[src/rtl/alarm_pkg.sv]
// Shared types and constants for the alarm sequencer.
package alarm_pkg;

  typedef enum logic [1:0] {
    IDLE   = 2'd0,
    RING   = 2'd1,
    SNOOZE = 2'd2
  } alarm_state_e;

  localparam logic [7:0] HOUR_MAX = 8'h23;
  localparam logic [7:0] MIN_MAX  = 8'h59;

  function automatic int max_int(input int a, input int b);
    return (a > b) ? a : b;
  endfunction

endpackage

[src/rtl/alarm_if.sv]
// Alarm unit signal bundle; ALARM_SNOOZE_EN adds the snooze pulse.
interface alarm_if;
  logic       tick_1hz;
  logic       set_en;
  logic       inc_hour;
  logic       inc_min;
  logic       alarm_on;
  logic       stop;
`ifdef ALARM_SNOOZE_EN
  logic       snooze;
`endif
  logic [7:0] Hour;
  logic [7:0] Minute;
  logic [7:0] sethour;
  logic [7:0] setmin;
  logic       ring;

  modport master (
`ifdef ALARM_SNOOZE_EN
    output snooze,
`endif
    output tick_1hz, set_en, inc_hour, inc_min, alarm_on, stop, Hour, Minute,
    input  sethour, setmin, ring
  );

  modport slave (
`ifdef ALARM_SNOOZE_EN
    input  snooze,
`endif
    input  tick_1hz, set_en, inc_hour, inc_min, alarm_on, stop, Hour, Minute,
    output sethour, setmin, ring
  );
endinterface

[src/rtl/bcd_wrap_inc.sv]
// Combinational two-digit BCD increment, wrapping to 00 after MAX.
module bcd_wrap_inc #(
  parameter logic [7:0] MAX = 8'h59
) (
  input  logic [7:0] d,
  output logic [7:0] q
);

  always_comb begin
    if (d == MAX)
      q = 8'h00;
    else if (d[3:0] == 4'd9)
      q = {d[7:4] + 4'd1, 4'd0};
    else
      q = {d[7:4], d[3:0] + 4'd1};
  end

endmodule

[src/rtl/alarm_unit.sv]
// Alarm time store and ring sequencer. Optional snooze state under ALARM_SNOOZE_EN.
// state  | meaning
// IDLE   | silent, waiting for a rising match edge
// RING   | ring asserted, counting tick_1hz up to RING_SECS
// SNOOZE | silent, counting tick_1hz up to SNOOZE_SECS, then back to RING
module alarm_unit
  import alarm_pkg::*;
#(
  parameter int         RING_SECS = 60,
  parameter logic [7:0] RST_HOUR  = 8'h00,
  parameter logic [7:0] RST_MIN   = 8'h00
`ifdef ALARM_SNOOZE_EN
  ,
  parameter int         SNOOZE_SECS = 300
`endif
) (
  input logic   clk,
  input logic   rst,
  alarm_if.slave bus
);

`ifdef ALARM_SNOOZE_EN
  localparam int MAX_SECS = max_int(RING_SECS, SNOOZE_SECS);
`else
  localparam int MAX_SECS = RING_SECS;
`endif
  localparam int CW = (MAX_SECS > 1) ? $clog2(MAX_SECS) : 1;

  alarm_state_e state, state_n;
  logic [CW-1:0] cnt, cnt_n;
  logic [7:0] sethour_q, setmin_q, hour_n, min_n;
  logic match, match_q, trigger;

  bcd_wrap_inc #(.MAX(HOUR_MAX)) u_hour_inc (.d(sethour_q), .q(hour_n));
  bcd_wrap_inc #(.MAX(MIN_MAX))  u_min_inc  (.d(setmin_q),  .q(min_n));

  always_ff @(posedge clk) begin
    if (rst) begin
      sethour_q <= RST_HOUR;
      setmin_q  <= RST_MIN;
    end else if (bus.set_en) begin
      if (bus.inc_hour) sethour_q <= hour_n;
      if (bus.inc_min)  setmin_q  <= min_n;
    end
  end

  // Edge detect so a stopped alarm stays quiet for the rest of its minute.
  assign match   = bus.alarm_on && !bus.set_en &&
                   (bus.Hour == sethour_q) && (bus.Minute == setmin_q);
  assign trigger = match && !match_q;

  always_ff @(posedge clk) begin
    if (rst) begin
      state   <= IDLE;
      cnt     <= '0;
      match_q <= 1'b0;
    end else begin
      state   <= state_n;
      cnt     <= cnt_n;
      match_q <= match;
    end
  end

  always_comb begin
    state_n = state;
    cnt_n   = cnt;
    case (state)
      IDLE: begin
        if (trigger) begin
          state_n = RING;
          cnt_n   = '0;
        end
      end
      RING: begin
        if (!bus.alarm_on || bus.stop) begin
          state_n = IDLE;
          cnt_n   = '0;
        end
`ifdef ALARM_SNOOZE_EN
        else if (bus.snooze) begin
          state_n = SNOOZE;
          cnt_n   = '0;
        end
`endif
        else if (bus.tick_1hz) begin
          if (cnt == CW'(RING_SECS - 1)) begin
            state_n = IDLE;
            cnt_n   = '0;
          end else begin
            cnt_n = cnt + CW'(1);
          end
        end
      end
`ifdef ALARM_SNOOZE_EN
      SNOOZE: begin
        if (!bus.alarm_on || bus.stop) begin
          state_n = IDLE;
          cnt_n   = '0;
        end else if (bus.tick_1hz) begin
          if (cnt == CW'(SNOOZE_SECS - 1)) begin
            state_n = RING;
            cnt_n   = '0;
          end else begin
            cnt_n = cnt + CW'(1);
          end
        end
      end
`endif
      default: begin
        state_n = IDLE;
        cnt_n   = '0;
      end
    endcase
  end

  always_comb begin
    bus.ring    = (state == RING);
    bus.sethour = sethour_q;
    bus.setmin  = setmin_q;
  end

endmodule
[src/flat_wrapper.sv]
// flat-port wrapper written by rule: the top's interface ports become plain ports
module alarm_unit_flat import alarm_pkg::*;
#(
  parameter int         RING_SECS = 60,
  parameter logic [7:0] RST_HOUR  = 8'h00,
  parameter logic [7:0] RST_MIN   = 8'h00

)
  (clk, rst, bus_tick_1hz, bus_set_en, bus_inc_hour, bus_inc_min, bus_alarm_on, bus_stop, bus_Hour, bus_Minute, bus_sethour, bus_setmin, bus_ring);
  alarm_if bus_i ();
  input logic clk;
  input logic rst;
  input wire logic [$bits(bus_i.tick_1hz)-1:0] bus_tick_1hz;
  input wire logic [$bits(bus_i.set_en)-1:0] bus_set_en;
  input wire logic [$bits(bus_i.inc_hour)-1:0] bus_inc_hour;
  input wire logic [$bits(bus_i.inc_min)-1:0] bus_inc_min;
  input wire logic [$bits(bus_i.alarm_on)-1:0] bus_alarm_on;
  input wire logic [$bits(bus_i.stop)-1:0] bus_stop;
  input wire logic [$bits(bus_i.Hour)-1:0] bus_Hour;
  input wire logic [$bits(bus_i.Minute)-1:0] bus_Minute;
  output wire logic [$bits(bus_i.sethour)-1:0] bus_sethour;
  output wire logic [$bits(bus_i.setmin)-1:0] bus_setmin;
  output wire logic [$bits(bus_i.ring)-1:0] bus_ring;
  assign bus_i.tick_1hz = bus_tick_1hz;
  assign bus_i.set_en = bus_set_en;
  assign bus_i.inc_hour = bus_inc_hour;
  assign bus_i.inc_min = bus_inc_min;
  assign bus_i.alarm_on = bus_alarm_on;
  assign bus_i.stop = bus_stop;
  assign bus_i.Hour = bus_Hour;
  assign bus_i.Minute = bus_Minute;
  assign bus_sethour = bus_i.sethour;
  assign bus_setmin = bus_i.setmin;
  assign bus_ring = bus_i.ring;
  alarm_unit #(.RING_SECS(RING_SECS), .RST_HOUR(RST_HOUR), .RST_MIN(RST_MIN)) u_core (.clk(clk), .rst(rst), .bus(bus_i));
endmodule
[config.mk]
export PLATFORM = sky130hd
export DESIGN_NAME = alarm_unit_flat
export DESIGN_NICKNAME = d
export VERILOG_FILES = /design/src/rtl/alarm_pkg.sv /design/src/rtl/alarm_if.sv /design/src/rtl/bcd_wrap_inc.sv /design/src/rtl/alarm_unit.sv /design/src/flat_wrapper.sv
export SDC_FILE = /design/constraint.sdc
export NUM_CORES = 1
export LEC_CHECK = 0
export BUFFER_PORTS_ARGS = -buffer_cell sky130_fd_sc_hd__buf_2
export CORE_MARGIN = 4
export CORE_UTILIZATION = 30
export DETAILED_ROUTE_END_ITERATION = 16
export MAX_ROUTING_LAYER = met4
export SLEW_MARGIN = 10
export SYNTH_ARGS = -nofsm -noshare
export SYNTH_HDL_FRONTEND = slang
export SYNTH_HIERARCHICAL = 1
export SYNTH_SLANG_ARGS = --single-unit
[constraint.sdc]
create_clock -name clk -period 2 [get_ports clk]
set_input_delay 0.3 -clock clk [delete_from_list [all_inputs] [get_ports clk]]
set_output_delay 0.3 -clock clk [all_outputs]
set_load 0.01 [all_outputs]
# ---- After elaboration in Yosys (flattened, before gate mapping)
# Index checks and enable logic that the tools add are counted.
# W data, S select, Z words.
dict set report word_totals {
  regBits 25
  ramBits 0
  rom_bits 0
  memories 0
  output_inout_bits 17
  input_bits 24
  latch_bits 0
}
dict set report classes {
  mul 0
  shift 0
  muxes 14
  n_reduce_logical 17
  div 0
  n_bitwise 0
  n_eq_ne 11
  addsub 5
  magnitude_cmp 0
}
# cell n
set ops {}
lappend ops {{$mux W8} 4}
lappend ops {{$mux W6} 4}
lappend ops {{$add A4 B1 Y4 const B} 4}
lappend ops {{$eq A8 B8 Y1} 2}
lappend ops {{$pmux W6 S2} 1}
lappend ops {{$reduce_and A3 Y1} 3}
lappend ops {{$eq A4 B4 Y1 const B} 2}
lappend ops {{$eq A8 B6 Y1 const B} 1}
lappend ops {{$eq A8 B7 Y1 const B} 1}
lappend ops {{$mux W2} 4}
lappend ops {{$add A6 B1 Y6 const B} 1}
lappend ops {{$eq A6 B6 Y1 const B} 1}
lappend ops {{$reduce_and A2 Y1} 3}
lappend ops {{$logic_and A1 B1 Y1} 4}
lappend ops {{$pmux W2 S2} 1}
lappend ops {{$reduce_bool A2 Y1} 2}
lappend ops {{$logic_not A1 Y1} 3}
lappend ops {{$ne A3 B1 Y1 const B} 1}
lappend ops {{$ne A3 B2 Y1 const B} 1}
lappend ops {{$eq A2 B1 Y1 const B} 1}
lappend ops {{$logic_not A2 Y1} 1}
lappend ops {{$ne A2 B1 Y1 const B} 1}
lappend ops {{$logic_or A1 B1 Y1} 1}

# ---- Logic depth before layout (Yosys ltp)
dict set report logic_depth {
  word_depth 7
  mapped_depth 8
}

# ---- Cells and area by module
# The synthesis kept the hierarchy.
# module area_each_um2 cells_per_inst seq_area_each_um2 n_inst
set modules_own_cells {}
lappend modules_own_cells {alarm_unit 1288.7 156 480.5 1}
lappend modules_own_cells {{bcd_wrap_inc at u_core.u_min_inc} 217.7 26 0.0 1}
lappend modules_own_cells {{bcd_wrap_inc at u_core.u_hour_inc} 190.2 27 0.0 1}

# ---- Worst setup path before layout
# OpenSTA, ideal clock, no wires.
dict set report synth_timing {
  kind {flip-flop to flip-flop}
  startpoint {register u_core.setmin_q[1] (netlist: u_core/bus.setmin[1])}
  endpoint {register u_core.setmin_q[7] (netlist: u_core/bus.setmin[7])}
  setup_slack_ns 0.401
  t_required_ns 1.866
  stages_incl_launch_ff 9
  t_arrival_ns 1.466
  cell_sequence {dfxtp_1 inv_1 ha_1 and3b_1 buf_6 nand4_4 mux2_4 nand3_1 a21oi_1}
}
dict set report synth_between {
  word_cells_on_any_way 5
  cone_classes {2 x eq/ne; 1 x mux; 2 x reduce/logical}
}
# element line_no
set synth_lines {}
lappend synth_lines {{start: declaration} alarm_unit.sv:31} ;# logic [7:0] sethour_q, setmin_q, hour_n, min_n;
lappend synth_lines {{start signal: assignment} alarm_unit.sv:43} ;# if (bus.inc_min) setmin_q <= min_n;
lappend synth_lines {{$eq A8 B7 Y1} bcd_wrap_inc.sv:10} ;# if (d == MAX)
lappend synth_lines {{$mux W8} bcd_wrap_inc.sv:10}
lappend synth_lines {{via u_core.min_n[7]} alarm_unit.sv:31}
# The timed path passes the listed nets, and every way through them passes these cells.
# A chain may end at the register's enable or synchronous reset.

# ---- Worst setup path after layout
dict set report layout_timing {
  startpoint {register u_core.setmin_q[0] (netlist: u_core/bus.setmin[0])}
  endpoint {register u_core.setmin_q[7] (netlist: u_core/bus.setmin[7])}
}
# The elaborated chain is that of the path after synthesis.

==> impl_metrics.env <==
export IMPL_gp_congestion=0.850
export IMPL_clock_latency_ns=0.26
export IMPL_synth_nets=240
export IMPL_clkSinkCount=24
export IMPL_yosys_warnings=6
export IMPL_period_needed_ns=1.73
export IMPL_final_common_cell="buf_2"
export IMPL_antenna_left=0
export IMPL_multi_input_area_um2=1140
export IMPL_drc=0
export IMPL_synth_top_area_cell="dfxtp_1"
export IMPL_startpoint_type="flip-flop"
export IMPL_grt_max_degree=26
export IMPL_diodes=0
export IMPL_synth_avg_cell_area_um2=8.12
export IMPL_post_cts_resized=0
export IMPL_core_area_um2=5510
export IMPL_post_dp_hpwl_um=3290
export IMPL_fmax_ghz=0.578
export IMPL_synth_cells=209
export IMPL_finalCritPeriodShare=0.865
export IMPL_reg2reg_slack_ns=0.27
export IMPL_grt_antenna_before_repair=0
export IMPL_synth_ff_type="dfxtp_1"
export IMPL_clock_path_buffers=2
export IMPL_synth_area_um2=1700
export IMPL_regArea_um2=480
export IMPL_syn_to_final_growth_pct=22.1
export IMPL_post_cts_buffers=0
export IMPL_postCtsHoldBufs=0
export IMPL_yosys_top_cells_area="dfxtp_1, xor2_1, nand2_1"
export IMPL_cts_made_buffers=3
export IMPL_wirelength_um=4310
export IMPL_synth_edff_count=0
export IMPL_crit_fanout=9
export IMPL_clk_pin_slew_ns=0.09
export IMPL_grt_first_pass_wirelength_um=7250
export IMPL_grt_pass1_vias=1576
export IMPL_start_util=0.308
export IMPL_final_area_um2=2070
export IMPL_grt_overflow=0
export IMPL_placement_cell_area_um2=2020
export IMPL_min_path_type="input pin to flip-flop"
export IMPL_port_buffer_count=40
export IMPL_nNetsFinal=287
export IMPL_ys_seq_elements=24
export IMPL_fin_cells=327
export IMPL_num_rows=27
export IMPL_cts_tree="yes"
export IMPL_path_class="flip-flop to flip-flop"
export IMPL_synthArstFlopShare=0
export IMPL_die_area_um2=6920
export IMPL_maxCapViolCount=0
export IMPL_drive_gt1_frac=0.259
export IMPL_p_per_area_nw_per_um2=450
export IMPL_yosysUniqueCellTypes=50
export IMPL_drt_first_pass_iters=5
export IMPL_finalSetupViolations=0
export IMPL_clockRootBuffer="clkbuf_8"
export IMPL_die_w_um=83.2
export IMPL_slew_headroom=0.669
export IMPL_fin_setup_tns_ns=0
export IMPL_fin_util=0.376
export IMPL_tightestPinTransition_ns=0.497
export IMPL_dr_first_iter_drc_count=97
export IMPL_fp_dieH_um=83.2
export IMPL_crit_required_ns=2.14
export IMPL_final_cell_mix="buf_2, nand2_1, dfxtp_1"
export IMPL_vdd_drop_max_mv=0.248
export IMPL_slew_violations=0
export IMPL_hold_slack_ns=0.390
export IMPL_placed_cells=323
export IMPL_via_per_inst=4.90
export IMPL_p_leak_uw=0.000932
export IMPL_nFillCells=579
export IMPL_hold_viol=0
export IMPL_status="complete, no violations"
export IMPL_synth_seq_area_share=0.283
export IMPL_grt_usage=0.127
export IMPL_vias=1603
export IMPL_rsz0062_at_grt="false"
export IMPL_reg2reg_depth=6
export IMPL_avgRoutedWirePerCell_um=13.2
export IMPL_io_pins=41
export IMPL_synth_top_area_frac=0.283
export IMPL_clock_skew_ns=0.00194
export IMPL_worstPathArrival_ns=1.87
export IMPL_htreeDepth=1
export IMPL_endpoint_kind="flip-flop"
export IMPL_whs_path_depth=3
[worst paths after layout]
path | startpoint | to
max | u_core/bus.setmin[0] | u_core/bus.setmin[7]
min | bus_inc_hour | u_core/bus.sethour[3]
min reg2reg | u_core/cnt[0] | u_core/cnt[0]
max reg2reg | u_core/bus.setmin[0] | u_core/bus.setmin[7]
[report_power, final]
group	internal, uW	total [uW]	switching, uW
Clock	176	334	159
Sequential	481	487	5.84
Combinational	44.4	111	66.3
[cells by family after synthesis]
logic type               Yosys count  share of synthesized area
AND/OR/NAND/NOR                   94                      0.315
AO/OA/AOI/OAI                     44                      0.176
flip-flops                        24                      0.283
XOR/XNOR                          19                     0.0981
buffers and inverters             16                     0.0442
adder cells (fa/ha/maj)            7                     0.0516
multiplexers                       5                     0.0324
[cells in the mapped netlist (4+ instances only)]
| library cell | n |
|---|---|
| nand2_1 | 28 |
| nor2b_1 | 4 |
| nor2_1 | 11 |
| inv_1 | 8 |
| nand3_1 | 17 |
| and3_1 | 5 |
| o21ai_0 | 4 |
| ha_1 | 7 |
| mux2i_1 | 4 |
| o22ai_1 | 4 |
| xor2_1 | 13 |
| clkbuf_1 | 4 |
| dfxtp_1 | 24 |
| a21oi_1 | 20 |
| xnor2_1 | 6 |
[metal layers]
layer	track usage	routed length [um]
met1	0.161	1960
met2	0.206	2130
met3	0.0228	126
met4	0.0371	91
met5	-	0
[critical path, cell delays in order, from the launching register on]
cell	delay, ns
dfxtp_1	0.45
ha_1	0.20
and3b_1	0.39
nand4_4	0.13
mux2_4	0.30
nand3_1	0.06
a21oi_1	0.06
[cell type report]
class                   instances  share of cell area
multi-input cells             169               0.551
flip-flops and latches         24               0.232
well taps                      72              0.0435
inverters                       8              0.0145
clock buffers                   4              0.0266
repair buffers                 50               0.133
[flip-flops by register name (all words and copies together) (netlist names)]
name / count
u_core/bus.setmin: 8
u_core/bus.sethour: 8
u_core/state: 1
u_core/cnt: 6
u_core/match_q: 1
[stage by stage]
stage                     worst slack [ns]  total power (uW)
after CTS                            0.275               958
after floorplan                      0.401               559
after global placement               0.288               609
after detailed placement             0.231               610
after global routing                 0.140               977
final                                0.269               932
Power figures use the tool's default switching activity.
